### config.mk
export PLATFORM = sky130hd
export DESIGN_NAME = mouse_pos_tracker
export DESIGN_NICKNAME = d
export VERILOG_FILES = /design/src/rtl/mouse_pkg.sv /design/src/rtl/vga_pkg.sv /design/src/rtl/mouse_axis_accum.sv /design/src/rtl/mouse_pos_tracker.sv
export SDC_FILE = /design/constraint.sdc
export NUM_CORES = 1
export LEC_CHECK = 0
export ABC_CLOCK_PERIOD_IN_PS = 3600
export CORE_ASPECT_RATIO = 0.75
export CORE_MARGIN = 4
export CORE_UTILIZATION = 55
export DETAILED_ROUTE_END_ITERATION = 8
export GPL_TIMING_DRIVEN = 1
export PLACE_DENSITY = 0.8
export SYNTH_ARGS = -nofsm -noshare
export SYNTH_HDL_FRONTEND = slang
export SYNTH_HIERARCHICAL = 1
export SYNTH_SLANG_ARGS = --single-unit
export TNS_END_PERCENT = 20
### constraint.sdc
create_clock -name clk40MHz -period 3.6 [get_ports clk40MHz]
set_input_delay 0.9 -clock clk40MHz [delete_from_list [all_inputs] [get_ports clk40MHz]]
set_output_delay 0.9 -clock clk40MHz [all_outputs]
set_load 0.1 [all_outputs]
### src/rtl/mouse_pkg.sv
// ---------------------------------------------------------------------------
// mouse_pkg : PS/2 mouse packet decoder states and status-byte bit positions.
// Revision: 1.0
// ---------------------------------------------------------------------------
`default_nettype none

package mouse_pkg;
  typedef enum logic [1:0] {BYTE0, BYTE1, BYTE2, UPDATE} mouse_state_t;

  localparam int SYNC  = 3;
  localparam int XSIGN = 4;
  localparam int YSIGN = 5;
  localparam int XOVF  = 6;
  localparam int YOVF  = 7;
endpackage

`default_nettype wire

### src/rtl/vga_pkg.sv
// ---------------------------------------------------------------------------
// vga_pkg : visible-area resolution shared by the 800x600 timing chain.
// Revision: 1.0
// ---------------------------------------------------------------------------
`default_nettype none

package vga_pkg;
  localparam int HOR_PIXELS = 800;
  localparam int VER_PIXELS = 600;
endpackage

`default_nettype wire

### src/rtl/mouse_axis_accum.sv
// ---------------------------------------------------------------------------
// mouse_axis_accum : adds a signed 9-bit movement to one axis, clamps to 0..LIMIT-1.
// Revision: 1.0
// ---------------------------------------------------------------------------
`default_nettype none

module mouse_axis_accum #(
  parameter int LIMIT = 800,
  parameter bit SUB   = 1'b0
) (
  input  logic [11:0] cur,
  input  logic [8:0]  delta9,
  input  logic        ovf,
  output logic [11:0] next
);
  localparam logic signed [12:0] LIM = 13'(LIMIT);
  localparam logic [11:0]        MAX = 12'(LIMIT - 1);

  logic signed [12:0] delta13;
  logic signed [12:0] sum;

  // Subtracting here rather than negating upstream keeps delta=-256 exact.
  always_comb begin
    delta13 = {{4{delta9[8]}}, delta9};
    if (SUB) sum = $signed({1'b0, cur}) - delta13;
    else     sum = $signed({1'b0, cur}) + delta13;

    if (ovf)                 next = cur;
    else if (sum < 13'sd0)   next = 12'd0;
    else if (sum >= LIM)     next = MAX;
    else                     next = sum[11:0];
  end
endmodule

`default_nettype wire

### src/rtl/mouse_pos_tracker.sv
// ---------------------------------------------------------------------------
// mouse_pos_tracker : assembles PS/2 mouse packets into a clamped cursor position,
// published to the overlay once per frame at vblank start.
// Revision: 1.0
// ---------------------------------------------------------------------------
`default_nettype none

module mouse_pos_tracker
  import vga_pkg::*;
  import mouse_pkg::*;
#(
  parameter int H_RES        = HOR_PIXELS,
  parameter int V_RES        = VER_PIXELS,
  parameter int X_INIT       = 400,
  parameter int Y_INIT       = 300,
  parameter int BYTE_TIMEOUT = 40000
) (
  input  logic        clk40MHz,
  input  logic        rst,
  input  logic [7:0]  rx_data,
  input  logic        rx_valid,
  input  logic        vblnk,
  output logic [11:0] xpos,
  output logic [11:0] ypos,
  output logic        left,
  output logic        right,
  output logic        pkt_err
);
  localparam int             TW       = $clog2(BYTE_TIMEOUT);
  localparam logic [TW-1:0]  TMO_LAST = TW'(BYTE_TIMEOUT - 1);

  mouse_state_t   state_q, state_d;
  logic [7:0]     status_q, status_d;
  logic [7:0]     dx_lo_q, dx_lo_d;
  logic [7:0]     dy_lo_q, dy_lo_d;
  logic [TW-1:0]  tmo_q, tmo_d;
  logic [11:0]    x_q, x_d, y_q, y_d;
  logic [11:0]    xpos_q, xpos_d, ypos_q, ypos_d;
  logic           left_q, left_d, right_q, right_d;
  logic           pkt_err_q, pkt_err_d;
  logic           vblnk_dly_q, vblnk_dly_d;
  logic [11:0]    nx, ny;

  mouse_axis_accum #(.LIMIT(H_RES), .SUB(1'b0)) u_x_accum (
    .cur    (x_q),
    .delta9 ({status_q[XSIGN], dx_lo_q}),
    .ovf    (status_q[XOVF]),
    .next   (nx)
  );

  // PS/2 reports up as positive while screen y grows downward.
  mouse_axis_accum #(.LIMIT(V_RES), .SUB(1'b1)) u_y_accum (
    .cur    (y_q),
    .delta9 ({status_q[YSIGN], dy_lo_q}),
    .ovf    (status_q[YOVF]),
    .next   (ny)
  );

  always_comb begin
    state_d     = state_q;
    status_d    = status_q;
    dx_lo_d     = dx_lo_q;
    dy_lo_d     = dy_lo_q;
    tmo_d       = '0;
    x_d         = x_q;
    y_d         = y_q;
    xpos_d      = xpos_q;
    ypos_d      = ypos_q;
    left_d      = left_q;
    right_d     = right_q;
    pkt_err_d   = 1'b0;
    vblnk_dly_d = vblnk;

    // Publishes x_q/y_q as they stand, so an UPDATE in this cycle lands next frame.
    if (vblnk && !vblnk_dly_q) begin
      xpos_d = x_q;
      ypos_d = y_q;
    end

    case (state_q)
      BYTE0, UPDATE: begin
        if (state_q == UPDATE) begin
          x_d     = nx;
          y_d     = ny;
          left_d  = status_q[0];
          right_d = status_q[1];
          state_d = BYTE0;
        end
        if (rx_valid) begin
          if (rx_data[SYNC]) begin
            status_d = rx_data;
            state_d  = BYTE1;
          end else begin
            pkt_err_d = 1'b1;
          end
        end
      end
      BYTE1: begin
        if (rx_valid) begin
          dx_lo_d = rx_data;
          state_d = BYTE2;
        end else if (tmo_q == TMO_LAST) begin
          state_d   = BYTE0;
          pkt_err_d = 1'b1;
        end else begin
          tmo_d = tmo_q + 1'b1;
        end
      end
      BYTE2: begin
        if (rx_valid) begin
          dy_lo_d = rx_data;
          state_d = UPDATE;
        end else if (tmo_q == TMO_LAST) begin
          state_d   = BYTE0;
          pkt_err_d = 1'b1;
        end else begin
          tmo_d = tmo_q + 1'b1;
        end
      end
      default: state_d = BYTE0;
    endcase
  end

  always_ff @(posedge clk40MHz) begin
    if (rst) begin
      state_q     <= BYTE0;
      status_q    <= 8'd0;
      dx_lo_q     <= 8'd0;
      dy_lo_q     <= 8'd0;
      tmo_q       <= '0;
      x_q         <= 12'(X_INIT);
      y_q         <= 12'(Y_INIT);
      xpos_q      <= 12'(X_INIT);
      ypos_q      <= 12'(Y_INIT);
      left_q      <= 1'b0;
      right_q     <= 1'b0;
      pkt_err_q   <= 1'b0;
      vblnk_dly_q <= 1'b0;
    end else begin
      state_q     <= state_d;
      status_q    <= status_d;
      dx_lo_q     <= dx_lo_d;
      dy_lo_q     <= dy_lo_d;
      tmo_q       <= tmo_d;
      x_q         <= x_d;
      y_q         <= y_d;
      xpos_q      <= xpos_d;
      ypos_q      <= ypos_d;
      left_q      <= left_d;
      right_q     <= right_d;
      pkt_err_q   <= pkt_err_d;
      vblnk_dly_q <= vblnk_dly_d;
    end
  end

  assign xpos    = xpos_q;
  assign ypos    = ypos_q;
  assign left    = left_q;
  assign right   = right_q;
  assign pkt_err = pkt_err_q;
endmodule

`default_nettype wire

==> metrics.csv <==
metric,value,unit
Residual DRC,0,
via density per instance,5.82,
Root Buffer,clkbuf_16,
die area,11300,sq um
Tcrit/Tclk final,84.7,%
Final ANT Viol Nets,0,
post-route cell area,5930,sq um
FF-to-FF path depth,11,
CTS tree,done,
cts bufs inserted,9,
Sw Ratio,27.2,%
Yosys cell types,77,
Slew headroom,34.3,%
Int Power,0.00171,W
Synth area leader,dfxtp_1,
Final Max Tran Viols,0,
"Seq/Total Area, Yosys",34.8,%
clock sink count,92,
Ys Warns,6,
post-synth top area share,34.8,%
Crit path arrival time,3.29,ns
width of the die,121,um
IO Pins,39,
Hold WS,0.455,ns
routed vias,4542,
Setup Crit Path Kind,flip-flop to flip-flop,
Slew @ Worst Pin,0.982,ns
total power,0.00235,W
syn nets,671,
vias in the first global route,4162,
port bufs,38,
Layout Nets,690,
# diodes,0,
final setup TNS,0,ns
worst reg-to-reg setup slack,0.55,ns
first-pass GRT wire length,19900,um
post-CTS sizing,0,
Flop pwr share,44.7,%
Placer Congestion,0.940,
clock slew at reported path FFs,0.07,ns
Critical Path End Type,flip-flop,
maximum vdd drop,0.270,mV
final wirelength,11800,um
Post-synth top flop,dfxtp_1,
Max-Cap Viols,0,
initial antenna violation count,0,
most frequent cells in the layout,"nand2_1, dfxtp_1, nor2_1, a21oi_1, clkdlybuf4s50_1",
cell count after synthesis,629,
Die Height,93.0,um
clock power share,41.7,%
share of cells above drive strength 1,8.42,%
area of placed instances,5610,sq um
"flops & latches, synth",92,
Tot GR Track Use,21.6,%
1st-iter DRT viols,368,
RSZ-0062 raised after global routing,no,
Max H-tree Level,3,
"commonest non-fill, non-tap cell in the layout",nand2_1,
synthesis-to-finish area growth,12.0,%
Syn Area/Cell,8.42,sq um
latest clock arrival within the worst-skew pair,0.34,ns
Fmax,328,MHz
Fin. Hold Viols,0,
DRT Pass-1 Iters,4,
P_sw,0.000639,W
GRT overflow,0,
clk buf depth,2,
Hold WC Path Type,flip-flop to flip-flop,
"EDFF count, synth",0,
fin util,64.2,%
Synth Cell Area,5300,sq um
dpl hpwl,8820,um
largest net degree at the start of global routing,76,
wire per inst,15.2,um
Leakage Power,2.11,nW
clk_skew,0.00896,ns
hold path depth,2,
Worst Setup Start Kind,flip-flop,
final setup vio count,0,
Core Footprint,9230,sq um
status,completed,
PwrDens,397,nW/um^2
"FFs w/ async S/R, synth",0,%
CP required,3.84,ns
Starting Density,57.3,%
setup bufs post-CTS,0,
"Max FO, Critical Path",9,
synth top area cells,"dfxtp_1, ha_1, nand2_1",
Combinational Power Share,13.7,%
hold bufs inserted after CTS,0,
minimum clock period,3.05,ns
FP Rows,30,
==> layer usage <==
metal,GRT usage [%],routed length (um),vias to the layer above
met5,0,0,-
met4,5.60,148,0
met3,4.59,895,16
met2,32.6,4980,144
met1,31.4,5810,2140
li1,-,-,2242
==> cells by family after synthesis <==
family / synth area share, %
XOR/XNOR: 5.27
multiplexers: 5.17
flip-flops: 34.8
AND/OR/NAND/NOR: 23.1
AO/OA/AOI/OAI: 18.2
adder cells (fa/ha/maj): 7.37
buffers and inverters: 6.07
==> Yosys cell counts, drive strengths merged, types with 3 or more instances <==
cell type / number
nand2: 93
dfxtp: 92
nor2: 68
a21oi: 57
ha: 28
mux2i: 27
inv: 24
nand3: 23
clkbuf: 20
xnor2: 19
o21ai: 17
nor2b: 14
buf: 12
xor2: 12
a21o: 8
nand3b: 8
nor3: 8
a211o: 7
a32o: 7
and2: 7
a211oi: 6
nand4: 6
nor4: 6
a311oi: 5
nand2b: 4
o211ai: 4
a41oi: 3
and3: 3
o21a: 3
o31a: 3
or4: 3
==> per-stage QoR <==
step / instances / worst slack, ns
final: 781 / 0.549
after global routing: 781 / 0.390
after CTS: 781 / 0.589
after detailed placement: 765 / 0.585
after global placement: 765 / 0.729
after floorplan: 629 / 0.876
==> power groups by stage <==
stage | registers (W) | clock network [W] | logic, W
2_1_floorplan | 0.00110 | 0 | 0.000227
3_3_place_gp | 0.00107 | 0 | 0.000308
3_5_place_dp | 0.00107 | 0 | 0.000317
4_1_cts | 0.00105 | 0.00100 | 0.000319
5_1_grt | 0.00105 | 0.00105 | 0.000349
6_report | 0.00105 | 0.000979 | 0.000321
==> path summary, 6_finish.rpt <==
path,from,end
min reg2reg,dy_lo_q[6]$_SDFFE_PP0P_,dy_lo_q[6]$_SDFFE_PP0P_
max,y_q[0]$_SDFFE_PP0P_,y_q[3]$_SDFFE_PP1P_
max reg2reg,y_q[0]$_SDFFE_PP0P_,y_q[3]$_SDFFE_PP1P_
min,dy_lo_q[6]$_SDFFE_PP0P_,dy_lo_q[6]$_SDFFE_PP0P_
==> registers in the layout, summed over array words and instances, names as in the netlist <==
register / flops
ypos: 12
vblnk_dly_q: 1
x_q: 12
y_q: 12
status_q: 6
pkt_err: 1
right: 1
xpos: 12
left: 1
state_q: 2
dy_lo_q: 8
dx_lo_q: 8
tmo_q: 16
==> worst max-delay path, cell delays in order (launching register included) <==
cell and delay (ns):
dfxtp_1 0.38, inv_1 0.07, ha_1 0.23, fa_1 0.40, nand2b_1 0.19, a211oi_2 0.22
o21ai_1 0.11, o221ai_2 0.17, mux2i_2 0.46, nor3_1 0.13, a32o_1 0.29, a211o_1 0.29
==> layout make-up <==
type | instances | area (sq um)
sequential | 92 | 1840
tap | 128 | 160
inverter | 24 | 90.1
timing repair buffer | 42 | 388
fill | 819 | 3310
multi-input combinational | 479 | 3130
clock buffer | 9 | 225
clock inverter | 7 | 91.3
(Power assumes the default switching activity.)
